<file path="config.mk">
export PLATFORM = sky130hd
export DESIGN_NAME = mem_arbiter
export DESIGN_NICKNAME = d
export VERILOG_FILES = /design/src/rtl/mem_arb_pkg.sv /design/src/rtl/mem_arb_pick.sv /design/src/rtl/mem_arbiter.sv
export SDC_FILE = /design/constraint.sdc
export NUM_CORES = 1
export LEC_CHECK = 0
export BUFFER_PORTS_ARGS = -buffer_cell sky130_fd_sc_hd__buf_4
export CAP_MARGIN = 10
export CORE_ASPECT_RATIO = 1.75
export CORE_MARGIN = 2
export CORE_UTILIZATION = 50
export CTS_CLUSTER_SIZE = 40
export DETAILED_ROUTE_END_ITERATION = 8
export GPL_TIMING_DRIVEN = 1
export PLACE_DENSITY = 0.83
export SYNTH_ARGS = -nofsm -noshare
export SYNTH_HDL_FRONTEND = slang
export SYNTH_HIERARCHICAL = 1
export SYNTH_SLANG_ARGS = --single-unit
export TNS_END_PERCENT = 30
</file>
<file path="constraint.sdc">
create_clock -name clk -period 3.78 [get_ports clk]
set_clock_uncertainty 0.1 [all_clocks]
set_input_delay 0.378 -clock clk [delete_from_list [all_inputs] [get_ports clk]]
set_output_delay 0.378 -clock clk [all_outputs]
set_load 0.02 [all_outputs]
</file>
<file path="src/rtl/mem_arb_pkg.sv">
// Shared types for the two-port memory arbiter.
// State encoding, port count and port index type.
package mem_arb_pkg;

  localparam int NUM_PORTS = 2;

  typedef logic [$clog2(NUM_PORTS)-1:0] port_t;

  typedef enum logic [1:0] {
    IDLE,
    ACCESS,
    DONE
  } state_e;

endpackage

</file>
<file path="src/rtl/mem_arb_pick.sv">
// Combinational winner selection for the arbiter.
// Fixed priority to port 0 or alternate on contention.
module mem_arb_pick
  import mem_arb_pkg::*;
(
  input  logic [NUM_PORTS-1:0] req_i,
  input  port_t                last_i,
  input  logic                 rr_i,
  output logic                 valid_o,
  output port_t                winner_o
);

  // Single requester wins; contention uses rr_i.
  always_comb begin
    valid_o  = |req_i;
    winner_o = port_t'(0);
    unique case (1'b1)
      (req_i == 2'b10): winner_o = port_t'(1);
      (req_i == 2'b11): winner_o = rr_i ? ~last_i
                                        : port_t'(0);
      default:          winner_o = port_t'(0);
    endcase
  end

endmodule

</file>
<file path="src/rtl/mem_arbiter.sv">
// Two-port arbiter in front of a 64 KiB byte memory.
// IDLE -> ACCESS -> DONE, back-to-back from DONE.
module mem_arbiter
  import mem_arb_pkg::*;
#(
  parameter int ROUND_ROBIN = 1
) (
  input  logic        clk,
  input  logic        reset,
  input  logic        p0_req,
  input  logic        p0_we,
  input  logic [15:0] p0_addr,
  input  logic [7:0]  p0_wdata,
  output logic        p0_ack,
  output logic [7:0]  p0_rdata,
  input  logic        p1_req,
  input  logic        p1_we,
  input  logic [15:0] p1_addr,
  input  logic [7:0]  p1_wdata,
  output logic        p1_ack,
  output logic [7:0]  p1_rdata,
  output logic [15:0] mem_addr,
  output logic [7:0]  mem_wdata,
  output logic        mem_rd,
  output logic        mem_wr,
  input  logic [7:0]  mem_rdata
);

  state_e      state_q;
  port_t       gnt_q;
  port_t       last_q;
  logic [15:0] addr_q;
  logic [7:0]  wdata_q;
  logic        rd_q;
  logic        wr_q;
  logic        ack0_q;
  logic        ack1_q;
  logic [7:0]  rdata0_q;
  logic [7:0]  rdata1_q;

  logic [NUM_PORTS-1:0] cand_d;
  logic                 pick_vld;
  port_t                pick_win;
  logic                 sel_we_d;
  logic [15:0]          sel_addr_d;
  logic [7:0]           sel_wdata_d;

  // Candidates: in DONE the port being acked is masked.
  always_comb begin
    cand_d = {p1_req, p0_req};
    if (state_q == DONE) cand_d[gnt_q] = 1'b0;
  end

  mem_arb_pick u_pick (
    .req_i    (cand_d),
    .last_i   (last_q),
    .rr_i     (ROUND_ROBIN != 0),
    .valid_o  (pick_vld),
    .winner_o (pick_win)
  );

  // Request fields of the selected winner.
  always_comb begin
    sel_we_d    = pick_win[0] ? p1_we    : p0_we;
    sel_addr_d  = pick_win[0] ? p1_addr  : p0_addr;
    sel_wdata_d = pick_win[0] ? p1_wdata : p0_wdata;
  end

  // FSM with latched request and registered outputs.
  always_ff @(posedge clk or posedge reset) begin
    if (reset) begin
      state_q  <= IDLE;
      gnt_q    <= port_t'(0);
      last_q   <= port_t'(1);
      addr_q   <= '0;
      wdata_q  <= '0;
      rd_q     <= 1'b0;
      wr_q     <= 1'b0;
      ack0_q   <= 1'b0;
      ack1_q   <= 1'b0;
      rdata0_q <= '0;
      rdata1_q <= '0;
    end else begin
      ack0_q <= 1'b0;
      ack1_q <= 1'b0;
      rd_q   <= 1'b0;
      wr_q   <= 1'b0;
      unique case (state_q)
        IDLE, DONE: begin
          if (pick_vld) begin
            state_q <= ACCESS;
            gnt_q   <= pick_win;
            last_q  <= pick_win;
            addr_q  <= sel_addr_d;
            wdata_q <= sel_wdata_d;
            rd_q    <= ~sel_we_d;
            wr_q    <= sel_we_d;
          end else begin
            state_q <= IDLE;
          end
        end
        ACCESS: begin
          state_q <= DONE;
          if (gnt_q[0]) begin
            ack1_q   <= 1'b1;
            rdata1_q <= mem_rdata;
          end else begin
            ack0_q   <= 1'b1;
            rdata0_q <= mem_rdata;
          end
        end
        default: state_q <= IDLE;
      endcase
    end
  end

  assign p0_ack    = ack0_q;
  assign p1_ack    = ack1_q;
  assign p0_rdata  = rdata0_q;
  assign p1_rdata  = rdata1_q;
  assign mem_addr  = addr_q;
  assign mem_wdata = wdata_q;
  assign mem_rd    = rd_q;
  assign mem_wr    = wr_q;

endmodule
</file>
==> metrics <==
GRT overflow=0; Leak Pwr=between 0.0015 and 0.002 µW; Syn-to-layout area delta=40.1%; diode count=0; maximum clock path buffer count=2; sequential power share=35.2%; Clk pwr share=between 10% and 20%; vias in the first global route=1,481; DRC violations left=0; final worst path period share=61.7%; cell area after synthesis=2270 µm²; post-route ant nets=0; crit path to=mem_addr[3]; total die area=just over 5000 µm²; Setup Viol. Count Final=0; row count=32; clock sinks=48; Critical Path RT=around 3900 ps; Port-buffer cells=between 100 and 150; 1st-pass router iterations=4; Worst-Skew Late Latency=approximately 290 ps; pin count of the biggest net entering global routing=49; GP Congestion=around 0.70; Post-Place Cells=a little under 300; Netlist cell types=19; Comb power frac=around half; worst-margin pin slew=a little under 1000 ps; starting density of the core=about half; post-synthesis cell count=between 100 and 150; Ports=around 110; max_cap viols=0; sw frac=around a third; non-filler cells, final=297; register area share after synthesis=53.0%; Avg Inst Size Synth=16.4 µm²; CTS Buf Count=5; R2R depth=5; GRT Overall Usage=18.9%; VDD IR max=between 0.6 and 0.7 mV; H-tree levels=2; first-pass GRT wire length=between 6000 and 7000 µm; register area=1200 µm²; via count=around 1,500; vias per cell=around 5.0; Worst R2R End=mem_addr[3]; worst hold path type=input pin to async pin; Post-Syn Nets=200; Final Max Tran Viols=0; max frequency=0.429 GHz; share of layout cells above drive strength 1=between 70% and 80%; Hold Buf Count CTS=0; Slew Limit Headroom=between 30 and 40%; maximum fanout along the worst path=20; clock slew seen by the registers of the worst setup and hold paths=90 ps; synth warn=6; register bit total from synthesis=48; CTS tree=done; post-layout net count=~310; worst reg2reg startpoint=state_q[0]; initial antenna violation count=0; R2R setup slack=roughly 1400 ps; WS Path Type=register to register; Routed WL per cell=roughly 15 µm; RSZ-0062 raised after global routing=no; Chip Width=54.9 µm; Setup crit end kind=register; crit start category=register; core area=approximately 4400 µm²; die height=between 90 and 100 µm; setup TNS=0 ps; post-CTS sizing=0; net switching power=909 µW; Fillers=around 300; initial drt markers=8; min Tclk post-route=roughly 2300 ps; Multi-input gate area=988 µm²; CTS root buf=clkbuf_8; Post-CTS Setup Bufs=0; power per cell area=between 800 and 900 nW/µm²; critical path startpoint=state_q[0]; final hold violation count=0; detailed placement HPWL=3450 µm; Worst Path Arrival=roughly 2400 ps; status=finished, final reports clean; Internal=around 1700 µW; wirelength, routed=~4600 µm
-- critical path, cell delays in order, from the launching register on --
cell	delay, ps
dfrtp_1	450
o31a_1	340
a21boi_4	290
buf_4	390
mux2_2	380
mux2_2	260
-- cell usage in the layout, fill, tap and decap left out --
master,count
buf_4,107
or2_1,1
bufinv_16,1
mux2_2,30
conb_1,1
nor2b_1,2
dfrtp_1,47
dfstp_2,1
inv_1,3
mux2_4,36
clkbuf_1,1
nor3b_1,1
nand3b_1,1
nand2b_1,1
nor2b_4,1
o31a_1,2
inv_2,1
clkinv_2,1
mux2i_1,1
a21boi_4,1
and2_1,1
clkbuf_8,5
-- area by class of cell --
class / instances / area share [%]
Clock inverter: 2 / 1.10
Clock buffer: 6 / 2.28
Sequential cell: 48 / 37.8
Inverter: 4 / 0.472
Timing Repair Buffer: 107 / 25.3
Tap cell: 51 / 2.01
Multi-Input combinational cell: 79 / 31.1
-- worst min-delay path by stage --
stage | from | endpoint | slack, ps | cells past startpoint
2_1_floorplan | state_q[1] | state_q[1] | 340 | 1
3_3_place_gp | state_q[1] | state_q[1] | 380 | 1
3_5_place_dp | state_q[1] | state_q[1] | 360 | 1
4_1_cts | mem_rdata[4] | p1_rdata[4] | 210 | 2
5_1_grt | mem_rdata[1] | p1_rdata[1] | 210 | 2
6_report | reset | mem_addr[11] | 200 | 2
-- power groups by stage --
stage | clock (µW) | combinational [µW] | sequential, µW
3_5_place_dp | 0 | 1340 | 923
4_1_cts | 369 | 1340 | 917
3_3_place_gp | 0 | 1310 | 915
2_1_floorplan | 0 | 568 | 1190
5_1_grt | 393 | 1400 | 950
6_report | 359 | 1320 | 912
-- per-stage QoR --
step | area [µm²] | setup WS (ps) | util [%] | hold slack, ps | total power, µW
3_3_place_gp | 3070 | 1510 | 69.8 | 376 | 2230
5_1_grt | 3180 | 1330 | 72.2 | 207 | 2740
4_1_cts | 3180 | 1420 | 72.2 | 215 | 2630
6_report | 3180 | 1450 | 72.2 | 197 | 2590
3_5_place_dp | 3070 | 1430 | 69.8 | 361 | 2260
2_1_floorplan | 2270 | 1870 | - | 338 | 1760
-- kinds of logic (layout without fill, tap and decap cells) --
kind of cell / Yosys count / count (layout) / synth area share [%]
AO/OA/AOI/OAI: 3 / 3 / 1.10
buffers and inverters: 11 / 119 / 4.30
flip-flops: 48 / 48 / 53.0
multiplexers: 67 / 67 / 39.1
other: 1 / 1 / 0.165
AND/OR/NAND/NOR: 8 / 8 / 2.32
-- state kept, by name (all words and copies together), names as in the netlist --
register   flops
mem_addr      16
mem_wdata      8
p0_rdata       8
p1_rdata       8
state_q        2
gnt_q          1
last_q         1
mem_rd         1
mem_wr         1
p0_ack         1
p1_ack         1
-- metal layers --
layer	up-vias	track usage [%]	wire length, µm
met4	0	7.93	90
met5	-	0	0
li1	694	-	-
met1	721	22.2	1670
met2	61	32.0	2540
met3	7	3.99	281
-- synthesized netlist by cell type, drive strengths merged --
library cell	count	area share, %
nand2b	1	0.28
dfrtp	47	52
and2	1	0.28
o31a	2	0.77
buf	7	3.6
conb	1	0.17
or2	1	0.28
nor2b	3	0.83
nand3b	1	0.33
nor3b	1	0.33
mux2	66	39
mux2i	1	0.44
inv	4	0.66
a21boi	1	0.33
dfstp	1	1.2
No activity file was read; power rests on OpenSTA's default activity.
